File: src/rtl/fifo_pkg.sv
// Shared async-FIFO helpers: pointer-width formula and Gray/binary conversion.
// The conversion functions work on zero-extended words of up to GRAY_MAX_W bits,
// so any pointer width up to that limit can use them (cast the result back).
package fifo_pkg;

  localparam int unsigned GRAY_MAX_W = 32;

  // Pointer width for a given memory depth: address bits plus one wrap bit
  function automatic int unsigned fifo_ptr_width(input int unsigned depth);
    return $clog2(depth) + 1;
  endfunction

  // Binary to reflected Gray code
  function automatic logic [GRAY_MAX_W-1:0] bin2gray(input logic [GRAY_MAX_W-1:0] bin);
    return bin ^ (bin >> 1);
  endfunction

  // Reflected Gray code to binary (prefix XOR from the MSB down)
  function automatic logic [GRAY_MAX_W-1:0] gray2bin(input logic [GRAY_MAX_W-1:0] gray);
    logic [GRAY_MAX_W-1:0] bin;
    bin[GRAY_MAX_W-1] = gray[GRAY_MAX_W-1];
    for (int i = GRAY_MAX_W - 2; i >= 0; i--) begin
      bin[i] = bin[i+1] ^ gray[i];
    end
    return bin;
  endfunction

endpackage

File: src/rtl/fifo_rd_ctrl_if.sv
// Read-side output stream of the async FIFO (first-word-fall-through valid/ready).
// Optional macro: FIFO_RD_ALMOST_EMPTY_EN adds the R_almost_empty flag.
interface fifo_rd_ctrl_if #(
  parameter int unsigned DATA_WIDTH = 8,
  parameter int unsigned PTR_WIDTH  = 4
);

  logic [DATA_WIDTH-1:0] R_dout;
  logic                  R_valid;
  logic                  R_ready;
  logic                  R_empty;
  logic [PTR_WIDTH-1:0]  R_level;

`ifdef FIFO_RD_ALMOST_EMPTY_EN
  logic                  R_almost_empty;

  modport master (
    output R_dout, R_valid, R_empty, R_level, R_almost_empty,
    input  R_ready
  );

  modport slave (
    input  R_dout, R_valid, R_empty, R_level, R_almost_empty,
    output R_ready
  );
`else
  modport master (
    output R_dout, R_valid, R_empty, R_level,
    input  R_ready
  );

  modport slave (
    input  R_dout, R_valid, R_empty, R_level,
    output R_ready
  );
`endif

endinterface

File: src/rtl/fifo_gray2bin.sv
// Combinational Gray-to-binary converter: each binary bit is the XOR of all
// Gray bits at or above it.
module fifo_gray2bin #(
  parameter int unsigned WIDTH = 4
) (
  input  logic [WIDTH-1:0] gray,
  output logic [WIDTH-1:0] bin_c
);

  // Per-bit prefix XOR from the MSB
  for (genvar i = 0; i < WIDTH; i++) begin : g_bit
    assign bin_c[i] = ^gray[WIDTH-1:i];
  end

endmodule

File: src/rtl/fifo_rd_ctrl.sv
// Read-side controller of the asynchronous FIFO (R_clk domain only).
// Keeps binary/Gray read pointers, drives the memory read address, and turns the
// memory into a first-word-fall-through stream with a registered output word.
// Empty and occupancy come from the write Gray pointer already synchronised here.
// Optional macro: FIFO_RD_ALMOST_EMPTY_EN adds R_almost_empty (threshold AE_THRESH).
module fifo_rd_ctrl
  import fifo_pkg::*;
#(
  parameter int unsigned DATA_WIDTH = 8,
  parameter int unsigned MEM_DEPTH  = 8,
  parameter int unsigned PTR_WIDTH  = fifo_ptr_width(MEM_DEPTH),
  parameter int unsigned AE_THRESH  = 2
) (
  input  logic                  R_clk,
  input  logic                  R_rst,
  input  logic [PTR_WIDTH-1:0]  WQ2_gptr,
  input  logic [DATA_WIDTH-1:0] R_data_mem,
  output logic [PTR_WIDTH-2:0]  R_addr,
  output logic [PTR_WIDTH-1:0]  R_gptr,
  fifo_rd_ctrl_if.master        rd
);

  localparam int unsigned LVL_W = PTR_WIDTH + 1;

  // Elaboration-time parameter sanity
  if (MEM_DEPTH < 2 || (MEM_DEPTH & (MEM_DEPTH - 1)) != 0 ||
      PTR_WIDTH != fifo_ptr_width(MEM_DEPTH) || AE_THRESH > MEM_DEPTH + 1) begin : g_bad_params
    $error("fifo_rd_ctrl: illegal MEM_DEPTH/PTR_WIDTH/AE_THRESH combination");
  end

  logic [PTR_WIDTH-1:0] rbin;
  logic [PTR_WIDTH-1:0] wbin_c;
  logic [PTR_WIDTH-1:0] rbin_next_c;
  logic [PTR_WIDTH-1:0] level_next_c;
  logic                 mem_nonempty_c;
  logic                 take_c;
  logic                 load_c;
  logic                 valid_next_c;

  // Synchronised write pointer back to binary for occupancy arithmetic
  fifo_gray2bin #(
    .WIDTH (PTR_WIDTH)
  ) u_wq2_gray2bin (
    .gray  (WQ2_gptr),
    .bin_c (wbin_c)
  );

  assign R_addr = rbin[PTR_WIDTH-2:0];

  // Load/take decision and next-state values for pointer, valid and level
  always_comb begin
    mem_nonempty_c = 1'b0;
    take_c         = 1'b0;
    load_c         = 1'b0;
    rbin_next_c    = rbin;
    valid_next_c   = rd.R_valid;
    level_next_c   = '0;

    mem_nonempty_c = (R_gptr != WQ2_gptr);
    take_c         = rd.R_valid && rd.R_ready;
    load_c         = mem_nonempty_c && (!rd.R_valid || take_c);

    if (load_c) begin
      rbin_next_c  = rbin + PTR_WIDTH'(1);
      valid_next_c = 1'b1;
    end else if (take_c) begin
      valid_next_c = 1'b0;
    end

    level_next_c = wbin_c - rbin_next_c;
  end

`ifdef FIFO_RD_ALMOST_EMPTY_EN
  logic ae_next_c;

  // Almost-empty counts the output register word as well as the memory words
  always_comb begin
    ae_next_c = 1'b1;
    ae_next_c = (LVL_W'(level_next_c) + LVL_W'(valid_next_c)) <= LVL_W'(AE_THRESH);
  end
`endif

  // Pointer and output register state; reset discards any held word
  always_ff @(posedge R_clk or negedge R_rst) begin
    if (!R_rst) begin
      rbin       <= '0;
      R_gptr     <= '0;
      rd.R_dout  <= '0;
      rd.R_valid <= 1'b0;
      rd.R_empty <= 1'b1;
      rd.R_level <= '0;
`ifdef FIFO_RD_ALMOST_EMPTY_EN
      rd.R_almost_empty <= 1'b1;
`endif
    end else begin
      rbin       <= rbin_next_c;
      R_gptr     <= PTR_WIDTH'(bin2gray(GRAY_MAX_W'(rbin_next_c)));
      rd.R_valid <= valid_next_c;
      rd.R_empty <= !valid_next_c;
      rd.R_level <= level_next_c;
      if (load_c) begin
        rd.R_dout <= R_data_mem;
      end
`ifdef FIFO_RD_ALMOST_EMPTY_EN
      rd.R_almost_empty <= ae_next_c;
`endif
    end
  end

endmodule

File: src/flat_wrapper.sv
// flat-port wrapper written by rule: the top's interface ports become plain ports
module fifo_rd_ctrl_flat import fifo_pkg::*;
#(
  parameter int unsigned DATA_WIDTH = 8,
  parameter int unsigned MEM_DEPTH  = 8,
  parameter int unsigned PTR_WIDTH  = fifo_ptr_width(MEM_DEPTH),
  parameter int unsigned AE_THRESH  = 2
)
  (R_clk, R_rst, WQ2_gptr, R_data_mem, R_addr, R_gptr, rd_R_dout, rd_R_valid, rd_R_empty, rd_R_level, rd_R_ready);
  fifo_rd_ctrl_if #(.DATA_WIDTH(DATA_WIDTH), .PTR_WIDTH(PTR_WIDTH)) rd_i ();
  input  logic R_clk;
  input  logic R_rst;
  input  logic [PTR_WIDTH-1:0] WQ2_gptr;
  input  logic [DATA_WIDTH-1:0] R_data_mem;
  output logic [PTR_WIDTH-2:0] R_addr;
  output logic [PTR_WIDTH-1:0] R_gptr;
  output wire logic [$bits(rd_i.R_dout)-1:0] rd_R_dout;
  output wire logic [$bits(rd_i.R_valid)-1:0] rd_R_valid;
  output wire logic [$bits(rd_i.R_empty)-1:0] rd_R_empty;
  output wire logic [$bits(rd_i.R_level)-1:0] rd_R_level;
  input wire logic [$bits(rd_i.R_ready)-1:0] rd_R_ready;
  assign rd_R_dout = rd_i.R_dout;
  assign rd_R_valid = rd_i.R_valid;
  assign rd_R_empty = rd_i.R_empty;
  assign rd_R_level = rd_i.R_level;
  assign rd_i.R_ready = rd_R_ready;
  fifo_rd_ctrl #(.DATA_WIDTH(DATA_WIDTH), .MEM_DEPTH(MEM_DEPTH), .PTR_WIDTH(PTR_WIDTH), .AE_THRESH(AE_THRESH)) u_core (.R_clk(R_clk), .R_rst(R_rst), .WQ2_gptr(WQ2_gptr), .R_data_mem(R_data_mem), .R_addr(R_addr), .R_gptr(R_gptr), .rd(rd_i));
endmodule
File: config.mk
export PLATFORM = sky130hd
export DESIGN_NAME = fifo_rd_ctrl_flat
export DESIGN_NICKNAME = d
export VERILOG_FILES = /design/src/rtl/fifo_pkg.sv /design/src/rtl/fifo_rd_ctrl_if.sv /design/src/rtl/fifo_gray2bin.sv /design/src/rtl/fifo_rd_ctrl.sv /design/src/flat_wrapper.sv
export SDC_FILE = /design/constraint.sdc
export NUM_CORES = 1
export LEC_CHECK = 0
export ABC_CLOCK_PERIOD_IN_PS = 4900
export CORE_MARGIN = 5
export CORE_UTILIZATION = 47
export DETAILED_ROUTE_END_ITERATION = 12
export PLACE_DENSITY = 0.93
export SLEW_MARGIN = 10
export SYNTH_ARGS = -nofsm -noshare
export SYNTH_HDL_FRONTEND = slang
export SYNTH_HIERARCHICAL = 1
export SYNTH_SLANG_ARGS = --single-unit
File: constraint.sdc
create_clock -name R_clk -period 4.9 [get_ports R_clk]
set_clock_uncertainty 0.1 [all_clocks]
set_input_delay 0.98 -clock R_clk [delete_from_list [all_inputs] [get_ports R_clk]]
set_output_delay 0.98 -clock R_clk [all_outputs]
set_load 0.1 [all_outputs]
**Word level (Yosys, flattened, before mapping)**

Index checks and enable logic that the tools add are counted.

- Flip-flop bits (word level): 22
- Input bits: 15
- Output and inout bits: 21
- Logic and storage cells: 21

- Add/subtract/negate cells: 2
- Equality and inequality tests: 1
- Mux-type cells: 3
- Bitwise logic cells: 1
- Reductions and logical operators: 8

Operators by type and width:

| operator | count |
|---|---|
| adder 4 x 1 -> 4 bit (second input constant) | 1 |
| two-way mux 4 bit | 1 |
| != test 4 bit | 1 |
| XOR reduction 4 bit | 1 |
| subtractor 4 bit | 1 |
| bitwise XOR 4 x 3 -> 4 bit | 1 |
| XOR reduction 3 bit | 1 |
| logical AND 1 bit | 2 |
| zero test 1 bit | 2 |
| two-way mux 1 bit | 2 |
| XOR reduction 2 bit | 1 |
| logical OR 1 bit | 1 |

**Logic depth before layout (Yosys ltp)**

- Word-level depth: 5
- Depth in mapped cells: 9
- Gate-level depth less buffers: 8

**By module**

Netlist, hierarchy kept.

By module, submodules not included:

| module | times used | cells an instance | area an instance (µm²) | sequential area each (µm²) |
|---|---|---|---|---|
| fifo_rd_ctrl | 1 | 69 | 949.7 | 526.8 |
| fifo_gray2bin | 1 | 5 | 50.0 | 0.0 |

**Worst setup path after synthesis**

Ideal clock, no wire load.

- Path type: input-to-reg
- From: input port WQ2_gptr[0]
- To: register u_core.rd.R_level[3]
- Library setup time: 125 ps
- Arrival: 2973 ps
- Data required time: 4675 ps
- Setup slack: 1702 ps
- Stages: 9
- Path buffers: 1
- Cell sequence: xor2_1 > o41ai_4 > buf_2 > xnor2_1 > ha_1 > inv_1 > a32o_1 > maj3_2 > xnor2_1

- Longest elaborated chain between the ends: 4
- Elaborated cells between the ends (all ways): 5
- Those cells by class: add/sub (1); eq/ne (1); mux (1); reduce/logical (2)

Ends and longest elaborated chain:

| what | RTL line | text |
|---|---|---|
| from (decl) | flat_wrapper.sv:13 | `input logic [PTR_WIDTH-1:0] WQ2_gptr;` |
| != test 4 bit | fifo_rd_ctrl.sv:59 | `mem_nonempty_c = (R_gptr != WQ2_gptr);` |
| logical AND 1 bit | fifo_rd_ctrl.sv:61 | `load_c = mem_nonempty_c && (!rd.R_valid \|\| take_c);` |
| two-way mux 4 bit | fifo_rd_ctrl.sv:63 | `if (load_c) begin` |
| net u_core.rbin_next_c[0] | fifo_rd_ctrl.sv:33 | `logic [PTR_WIDTH-1:0] rbin_next_c;` |
| subtractor 4 bit | fifo_rd_ctrl.sv:70 | `level_next_c = wbin_c - rbin_next_c;` |
| net u_core.level_next_c[3] | fifo_rd_ctrl.sv:34 | `logic [PTR_WIDTH-1:0] level_next_c;` |
| to (signal assigned) | fifo_rd_ctrl.sv:100 | `rd.R_level <= level_next_c;` |
| to (decl) | fifo_rd_ctrl_if.sv:28 | `output R_dout, R_valid, R_empty, R_level,` |

The timed path passes the listed nets, and every way through them passes these cells.
A chain may end at the register's enable or synchronous reset.

**Worst setup path in the final report**

- From: input port WQ2_gptr[3]
- To: register u_core.rd.R_level[3]

Same word-level chain as after synthesis.

==> results.md <==
- Critical-path cell with the highest stage delay: o41ai_4
- Flip-flop and latch count after synthesis: 21
- Total of fill cells in the finished design: 148
- Fmax: 271.1 MHz
- Clock sink total: 21
- Synthesized instance count: 74
- Initial cell density of the core: 0.4994
- Startpoint kind of the worst setup timing path: input port
- Library cell appearing most often on the critical path: xnor2_1
- Setup Total Neg Slack: 0 ns
- Detailed Route Iter0 Violations: 4
- Antenna violations before repair: 0
- Final instance count without filler cells: 138
- Largest net degree at the start of global routing: 22
- Cell area reported after detailed placement: 0.001371 mm2
- Setup repair after global routing missed its margin: false
- Level count of the clock H-tree: 1
- Rel. slew slack: 0.3454
- Global-route wire length before repair: 3229 um
- Total count of hold-check failures in the final report: 0
- Total track usage: 0.1300
- Area of all placed cells without fillers: 0.001398 mm2
- Clock root cell: clkbuf_4
- Count of buffers inserted at the top-level ports: 35
- Cell row count: 16
- Worst min-delay path category: reg2reg
- Worst-skew pair later-pin latency: 0.30 ns
- Worst setup path class: in2reg
- Height of the chip: 56.12 um
- Growth of design area from synthesis to finish: 39.80%
- Placeable Area: 0.002002 mm2
- Final number of setup-violating endpoints: 0
- Post-synth cell types: 23
- Die outline width: 56.12 um
- Routed Wire Length: 1958 um
- Status: finished, final reports clean
- Resized Gates After CTS: 0
- TritonCTS clock tree: done
- WP data required: 4.99 ns
- Net count after synthesis: 92
- Placed instance count: 134
- Cell-by-cell trace of the critical path: clkdlybuf4s50_1, xor2_2, o41ai_4, xnor2_1, ha_1, inv_1, a32o_1, maj3_2, xnor2_1
- Floorplan die area: 0.003149 mm2
- Clock buffers created by TritonCTS: 3
- Overall overflow remaining after global route: 0
- Final-stage net count: 130
- Via count of the routed design: 651
- Final clock period utilization by the worst path: 0.7528
- Avg Vias per Cell: 4.717
- Number of maximum-capacitance constraint violations: 0
- Global placer's final weighted congestion: 0.7872
- Ant. Diodes: 0
- CP endpoint kind: flop
- Pre-antenna DRT Iters: 3
- Actual slew at the worst max-slew pin: 0.9788 ns
- Number of warning messages in the yosys log: 6
- DP HPWL: 1524 um
- I/O pin cnt: 36
- Post-synthesis area per instance: 13.51 um2
- Setup bufs post-CTS: 0
- Max Buffers Root-to-Sink: 2
- Maximum cell stage delay along the critical path: 0.79 ns
- Clock transition at the registers of the reported paths: 0.11 ns
- Sequential cell area fraction in the yosys report: 0.5269
- Routed wire length per instance: 14.19 um
- Crit-path max FO: 14
- Min Clock Period, post-route: 3.689 ns
- Total of hold buffers inserted after clock tree synthesis: 0
- Post-synth design cell area: 999.7 um2
- Antenna Violating Nets Remaining: 0
- Vias in the first global route: 740
- Ratio of cells with drive above 1 in the final layout: 0.1622
- Drc violations: 0
- Final number of max-transition violations: 0
- Worst path arrival time: 3.77 ns
==> synthesized netlist by cell type (all sizes together) <==
| library cell | number | share of area |
|---|---|---|
| or3b | 1 | 0.0088 |
| maj3 | 1 | 0.011 |
| inv | 7 | 0.026 |
| dfstp | 1 | 0.026 |
| buf | 2 | 0.013 |
| nand2b | 1 | 0.0063 |
| nor4 | 1 | 0.0063 |
| nand2 | 1 | 0.0038 |
| nand3b | 1 | 0.0075 |
| dfrtp | 20 | 0.50 |
| a32o | 1 | 0.010 |
| o41ai | 1 | 0.028 |
| nand3 | 1 | 0.0050 |
| ha | 3 | 0.038 |
| a21oi | 1 | 0.0050 |
| xor2 | 9 | 0.094 |
| mux2 | 8 | 0.090 |
| xnor2 | 11 | 0.10 |
| nor2 | 2 | 0.0075 |
| mux2i | 1 | 0.010 |
==> critical path, delay by kind of cell <==
kind / cells / cell delay, ns
XOR/XNOR: 3 / 0.65
buffers and inverters: 2 / 0.60
adder cells (fa/ha/maj): 2 / 0.53
AO/OA/AOI/OAI: 2 / 1.01
==> cells in the final DEF (no fill, tap or decap) <==
cell type | synthesis | layout
a21oi_1 | 1 | 1
a32o_1 | 1 | 1
clkbuf_1 | 0 | 1
clkbuf_4 | 0 | 3
clkdlybuf4s50_1 | 0 | 35
dfrtp_1 | 20 | 20
dfstp_2 | 1 | 1
ha_1 | 3 | 3
inv_1 | 7 | 7
maj3_2 | 1 | 1
mux2_2 | 8 | 8
mux2i_1 | 1 | 1
nand2_1 | 1 | 1
nand2b_1 | 1 | 1
nand3_1 | 1 | 1
nand3b_1 | 1 | 1
nor2_1 | 2 | 2
nor4_1 | 1 | 1
o41ai_4 | 1 | 1
or3b_2 | 1 | 1
xnor2_1 | 10 | 10
xnor2_2 | 1 | 1
xor2_1 | 7 | 7
xor2_2 | 2 | 2
==> logic make-up after synthesis <==
family                     synth area share
muxes                                0.1001
AOI/OAI and AO/OA                   0.04255
and+or+nand+nor                     0.04506
buffers and inverters               0.03880
xor gates and xnor gates             0.1977
adders and majority gates           0.04881
DFF                                  0.5269
==> path summary, 6_finish.rpt <==
kind | from | end | slack, ns | depth (start not counted)
min in group asynchronous | R_rst | u_core/rbin[2] | 1.08 | 1
max | WQ2_gptr[3] | u_core/rd.R_level[3] | 1.21 | 9
min | u_core/rd.R_dout[2] | u_core/rd.R_dout[2] | 0.42 | 1
min reg2reg | u_core/rd.R_dout[2] | u_core/rd.R_dout[2] | 0.42 | 1
max in group asynchronous | R_rst | u_core/rd.R_dout[5] | 3.06 | 1
max reg2reg | u_core/R_gptr[3] | u_core/rd.R_level[3] | 2.01 | 8
==> sequential cells by signal (all words and copies together) (netlist names) <==
register / flops
u_core/R_gptr: 4
u_core/rbin: 3
u_core/rd.R_level: 4
u_core/rd.R_empty: 1
u_core/rd.R_valid: 1
u_core/rd.R_dout: 8
==> layout make-up <==
| cell class | instances | area [um2] | area share |
|---|---|---|---|
| clock buffers | 4 | 26.28 | 0.01880 |
| repair buffers | 35 | 350.3 | 0.2507 |
| multi-input cells | 44 | 434.2 | 0.3107 |
| inverters | 7 | 26.28 | 0.01880 |
| well taps | 27 | 33.78 | 0.02417 |
| flip-flops and latches | 21 | 526.8 | 0.3769 |
==> per-stage QoR <==
step / util / worst slack [ns] / hold slack (ns)
floorplan: - / 1.702 / 0.5844
global placement: 0.6850 / 1.003 / 0.3912
detailed placement: 0.6850 / 0.8672 / 0.3938
CTS: 0.6981 / 1.198 / 0.4198
global route: 0.6981 / 1.112 / 0.4391
finish: 0.6981 / 1.211 / 0.4165
==> per-layer routing <==
layer | GRT usage | vias to the layer above | share of wire | routed length (um)
li1 | - | 313 | - | -
met1 | 0.1466 | 313 | 0.43 | 842
met2 | 0.2220 | 23 | 0.50 | 983
met3 | 0.03480 | 2 | 0.063 | 123
met4 | 0.06780 | 0 | 0.0041 | 8
met5 | 0 | - | 0 | 0
Power is not shown: default switching activity piles up to over one toggle a cycle in this logic, so the estimate is an artifact.
==> RTL edit 1 (same settings) <==
`DATA_WIDTH` is set to 8 in 3 places; all go to 12.
--- a/src/rtl/fifo_rd_ctrl_if.sv
+++ b/src/rtl/fifo_rd_ctrl_if.sv
@@ -1,7 +1,7 @@
 // Read-side output stream of the async FIFO (first-word-fall-through valid/ready).
 // Optional macro: FIFO_RD_ALMOST_EMPTY_EN adds the R_almost_empty flag.
 interface fifo_rd_ctrl_if #(
-  parameter int unsigned DATA_WIDTH = 8,
+  parameter int unsigned DATA_WIDTH = 12,
   parameter int unsigned PTR_WIDTH  = 4
 );
 
--- a/src/rtl/fifo_rd_ctrl.sv
+++ b/src/rtl/fifo_rd_ctrl.sv
@@ -6,7 +6,7 @@
 module fifo_rd_ctrl
   import fifo_pkg::*;
 #(
-  parameter int unsigned DATA_WIDTH = 8,
+  parameter int unsigned DATA_WIDTH = 12,
   parameter int unsigned MEM_DEPTH  = 8,
   parameter int unsigned PTR_WIDTH  = fifo_ptr_width(MEM_DEPTH),
   parameter int unsigned AE_THRESH  = 2
--- a/src/flat_wrapper.sv
+++ b/src/flat_wrapper.sv
@@ -1,7 +1,7 @@
 // flat-port wrapper written by rule: the top's interface ports become plain ports
 module fifo_rd_ctrl_flat import fifo_pkg::*;
 #(
-  parameter int unsigned DATA_WIDTH = 8,
+  parameter int unsigned DATA_WIDTH = 12,
   parameter int unsigned MEM_DEPTH  = 8,
   parameter int unsigned PTR_WIDTH  = fifo_ptr_width(MEM_DEPTH),
   parameter int unsigned AE_THRESH  = 2
Interface: changed (resized R_data_mem and rd_R_dout); port bits go from 36 to 44. The function was not compared with the original's and may differ.
==> RTL edit 1 against the unedited design <==
  * Routed wire length up 26%
  * Cell area rose by 16%
  * Setup slack gained 0.33 ns
  * Critical endpoint unchanged
  * Global-route usage rose by 2.9 points
  * Synthesized area rose by 14%
  * Sequential cell count grew 4
  * Register-to-register slack gained 0.27 ns
  * Critical path depth grew 1
Power is left out: the tool's default activity adds up to more than one toggle a clock period on the data nets, which glitch-free logic cannot reach.
==> RTL edit 1: results (changes against the unedited design) <==
drive_above_1_share_pct: 17.97  # +1.8 points
preCtsSetupSlack_ns: 1.200  # +0.3328 ns
grt_pass1_vias: 850  # +15%
drt_iter0_drc: 7  # +3
critPathArrivalTime_ns: 3.48  # -0.29 ns
wl_per_cell_um: 15.78  # +11%
use_met3_pct: 3.268  # -0.21 points
met1_length_um: 929  # +10%
status: "finished clean"
placedCellCount: 152  # +13%
cp_top_family: "buffers and inverters"
port_buffers: 43  # +23%
n_clock_buffer: 3  # -1
synthesis.nets: 104  # +13%
gp_congestion: 0.7683  # -2.4%
grt_max_degree: 26  # +18%
nNonClkBuffers: 44  # +26%
final_core_util_pct: 72.20  # +2.4 points
dieArea_mm2: 0.003501  # +11%
cts.clk_slew.worst_paths_ns: 0.14  # +0.03 ns
cp_slowest_cell: "clkdlybuf4s50_1"
synthMuxAreaShare_pct: 12.78  # +2.8 points
dpl_cell_area_mm2: 0.001598  # +17%
top_regs: "u_core/rd.R_dout (12), u_core/R_gptr (4), u_core/rd.R_level (4)"
synth-adder-area-share_pct: 4.295  # -0.59 points
cp_max_fo: 18  # +4
seq_share_pct: 38.51  # +0.82 points
synth_area_leaders: "dfrtp_1 53%, mux2_2 12%, xnor2_1 7.7%"
synth.avg_cell_area_um2: 13.85  # +2.6%
drtPass1Iterations: 4  # +1
multi_input_area_um2: 471.7  # +8.6%
worstSkewPairLatency_ns: 0.32  # +0.02 ns
min_to: "u_core/rd.R_dout[10]$_DFFE_PN0N_"
final.period_utilization_pct: 68.47  # -6.8 points
critPathMaxStageDelay_ns: 0.51  # -0.28 ns
worstRegToRegCells: 9  # +1
route.met3.wl_um: 107  # -13%
synth_xor_area_share_pct: 16.74  # -3.0 points
vias: 754  # +16%
r2r_slack_ns: 2.28  # +0.27 ns
synth_common_cells: "24 x dfrtp_1, 12 x mux2_2, 10 x xnor2_1, 8 x xor2_1, 7 x inv_1"
hold_slack_ns: 0.4240  # +0.007476 ns
grt_pass1_wl_um: 4140  # +28%
use_met2_pct: 29.02  # +6.8 points
-- RTL edit 1: cell count changes in the layout (fill, tap and decap cells not counted), sizes merged --
cell,delta
buf,+1
clkbuf,-1
clkdlybuf4s50,+8
clkinvlp,+1
dfrtp,+4
mux2,+4
-- RTL edit 1: how the worst max path moves through the flow --
| stage | startpoint | endpoint | cells past startpoint |
|---|---|---|---|
| 2_1_floorplan | WQ2_gptr[0] | u_core/rd.R_level[3]$_DFF_PN0_ | 8 |
| 3_3_place_gp | WQ2_gptr[1] | u_core/rd.R_level[2]$_DFF_PN0_ | 9 |
| 3_5_place_dp | WQ2_gptr[1] | u_core/rd.R_level[3]$_DFF_PN0_ | 10 |
| 4_1_cts | WQ2_gptr[3] | u_core/rd.R_level[2]$_DFF_PN0_ | 9 |
| 5_1_grt | WQ2_gptr[1] | u_core/rd.R_level[2]$_DFF_PN0_ | 9 |
| 6_report | WQ2_gptr[3] | u_core/rd.R_level[3]$_DFF_PN0_ | 10 |
==> RTL edit 2 (same flow settings) <==
Without the edit above. Make the reset (`R_rst`) synchronous in one clocked block. Comments in the files are not updated.
--- a/src/rtl/fifo_rd_ctrl.sv
+++ b/src/rtl/fifo_rd_ctrl.sv
@@ -81,7 +81,7 @@
 `endif
 
   // Pointer and output register state; reset discards any held word
-  always_ff @(posedge R_clk or negedge R_rst) begin
+  always_ff @(posedge R_clk) begin
     if (!R_rst) begin
       rbin       <= '0;
       R_gptr     <= '0;
Check against the original RTL: differs if R_rst is asserted again (counterexample within 4 cycles, from zero or initial values and one cycle with R_rst low); with R_rst held inactive, the same outputs for 10 cycles.
==> RTL edit 2 against the unedited design <==
  * Synthesized area is 0.88% lower
  * Critical path depth up 1
  * Routed wire length rose by 7.3%
  * Register-to-register slack improved by 0.13 ns
  * Sequential cell count unchanged
  * Cell area down 0.27%
  * First-iteration DRC count did not move
  * Setup slack gained 0.11 ns
  * Utilization increased by 0.52 points
  * Non-clock buffer count rose by 1
  * Sequential share of layout area decreased by 7.5 points
  * Highest routed layer unchanged
==> RTL edit 2: results (changes against the unedited design) <==
status: "finished clean"
ys_async_sr_fraction_pct: 0  # -100 points
ys_types: 29  # +26%
cts.clk_slew.worst_paths_ns: 0.12
synthMuxAreaShare_pct: 9.091  # -0.92 points
synth_area_leaders: "dfxtp_1 42%, mux2i_1 9.1%, nor2_1 6.4%"
vias: 796  # +22%
power_switching_mw: 0.3945
critPathCapture: "u_core/rd.R_level[2]$_SDFF_PN0_"
antenna_cells: 0  # unchanged
synth_xor_area_share_pct: 18.81  # -0.96 points
drtPass1Iterations: 4  # +1
grt_pass1_wl_um: 3588  # +11%
intPower_mw: 0.3606
port_buffers: 35  # unchanged
synth-adder-area-share_pct: 4.924  # +0.043 points
gp_congestion: 0.8141  # +3.4%
seq_cell_power_mw: 0.223
r2r_start: "u_core/R_gptr[3]$_SDFF_PN0_"
drive_above_1_share_pct: 6.015  # -10 points
final_nets: 152  # +17%
synth_common_cells: "21 x dfxtp_1, 17 x nor2_1, 9 x mux2i_1, 7 x xnor2_1, 7 x xor2_1"
wl_per_cell_um: 13.13  # -7.5%
grt_use_total_pct: 14.33  # +1.3 points
r2r_slack_ns: 2.14  # +0.13 ns
grt_max_degree: 17  # -23%
synthesis.nets: 114  # +24%
top_regs: "u_core/rd.R_dout (8), u_core/R_gptr (4), u_core/rd.R_level (4)"
synth-compound-area-share_pct: 9.343  # +5.1 points
slew_headroom_pct: 34.18  # -0.36 points
critPathArrivalTime_ns: 3.72  # -0.05 ns
yosysSeqAreaShare_pct: 42.42  # -10 points
yosys_warnings: 6  # unchanged
dp_hpwl_um: 1592  # +4.5%
worstRegToRegCells: 9  # +1
## RTL edit 2: cell count changes after synthesis, sizes merged, moves of 2 or more
cell / delta
dfxtp: +21
dfrtp: -20
xor3: +2
mux2: -8
nor2: +15
and2: +3
mux2i: +8
inv: -3
o21ai: +2
a21oi: +2
xnor2: -4
## RTL edit 2: per-stage QoR
| stage | std cells | worst slack (ns) | hold slack, ns | util, % | instance area, µm² |
|---|---|---|---|---|---|
| 2_1_floorplan | 96 | 1.532 | 0.8886 | - | 991.0 |
| 6_report | 160 | 1.321 | 0.4188 | 70.33 | 1394 |
| 3_5_place_dp | 156 | 1.068 | 0.3945 | 68.94 | 1366 |
| 5_1_grt | 160 | 1.201 | 0.4606 | 70.33 | 1394 |
| 3_3_place_gp | 156 | 1.166 | 0.3835 | 68.94 | 1366 |
| 4_1_cts | 160 | 1.325 | 0.4252 | 70.33 | 1394 |
## RTL edit 2: critical path: stages
cell	delay, ns
clkdlybuf4s50_1	0.51
xor2_1	0.24
o41ai_4	0.35
buf_4	0.28
mux2i_1	0.49
xor2_1	0.17
ha_1	0.24
a21oi_1	0.13
xor3_1	0.24
nor2_1	0.09
## RTL edit 2: worst min path at each step
stage,start,slack [ns],cells after the start,endpoint
floorplan,u_core/rd.R_dout[0]$_SDFFE_PN0N_,0.89,2,u_core/rd.R_dout[0]$_SDFFE_PN0N_
global placement,u_core/rd.R_dout[3]$_SDFFE_PN0N_,0.38,2,u_core/rd.R_dout[3]$_SDFFE_PN0N_
detailed placement,u_core/rd.R_dout[6]$_SDFFE_PN0N_,0.39,2,u_core/rd.R_dout[6]$_SDFFE_PN0N_
CTS,u_core/rd.R_dout[0]$_SDFFE_PN0N_,0.43,2,u_core/rd.R_dout[0]$_SDFFE_PN0N_
global route,u_core/rd.R_dout[4]$_SDFFE_PN0N_,0.46,2,u_core/rd.R_dout[4]$_SDFFE_PN0N_
finish,u_core/rd.R_dout[7]$_SDFFE_PN0N_,0.42,2,u_core/rd.R_dout[7]$_SDFFE_PN0N_
## RTL edit 2: metal layers
metal / wire length, µm / global-route usage [%] / vias to the layer above / share of wire (%)
met5: 0 / 0 / - / 0
met3: 210 / 5.800 / 2 / 10
met4: 10 / 6.102 / 0 / 0.48
met2: 959 / 23.65 / 33 / 46
met1: 921 / 16.27 / 367 / 44
li1: - / - / 394 / -
## RTL edit 2: area by class of cell
type | count | area (µm²)
clock inverters | 1 | 5.005
inverters | 4 | 15.01
multi-input cells | 68 | 539.3
clock buffers | 3 | 22.52
fillers | 157 | 588.1
repair buffers | 36 | 357.8
well taps | 27 | 33.78
flip-flops and latches | 21 | 420.4
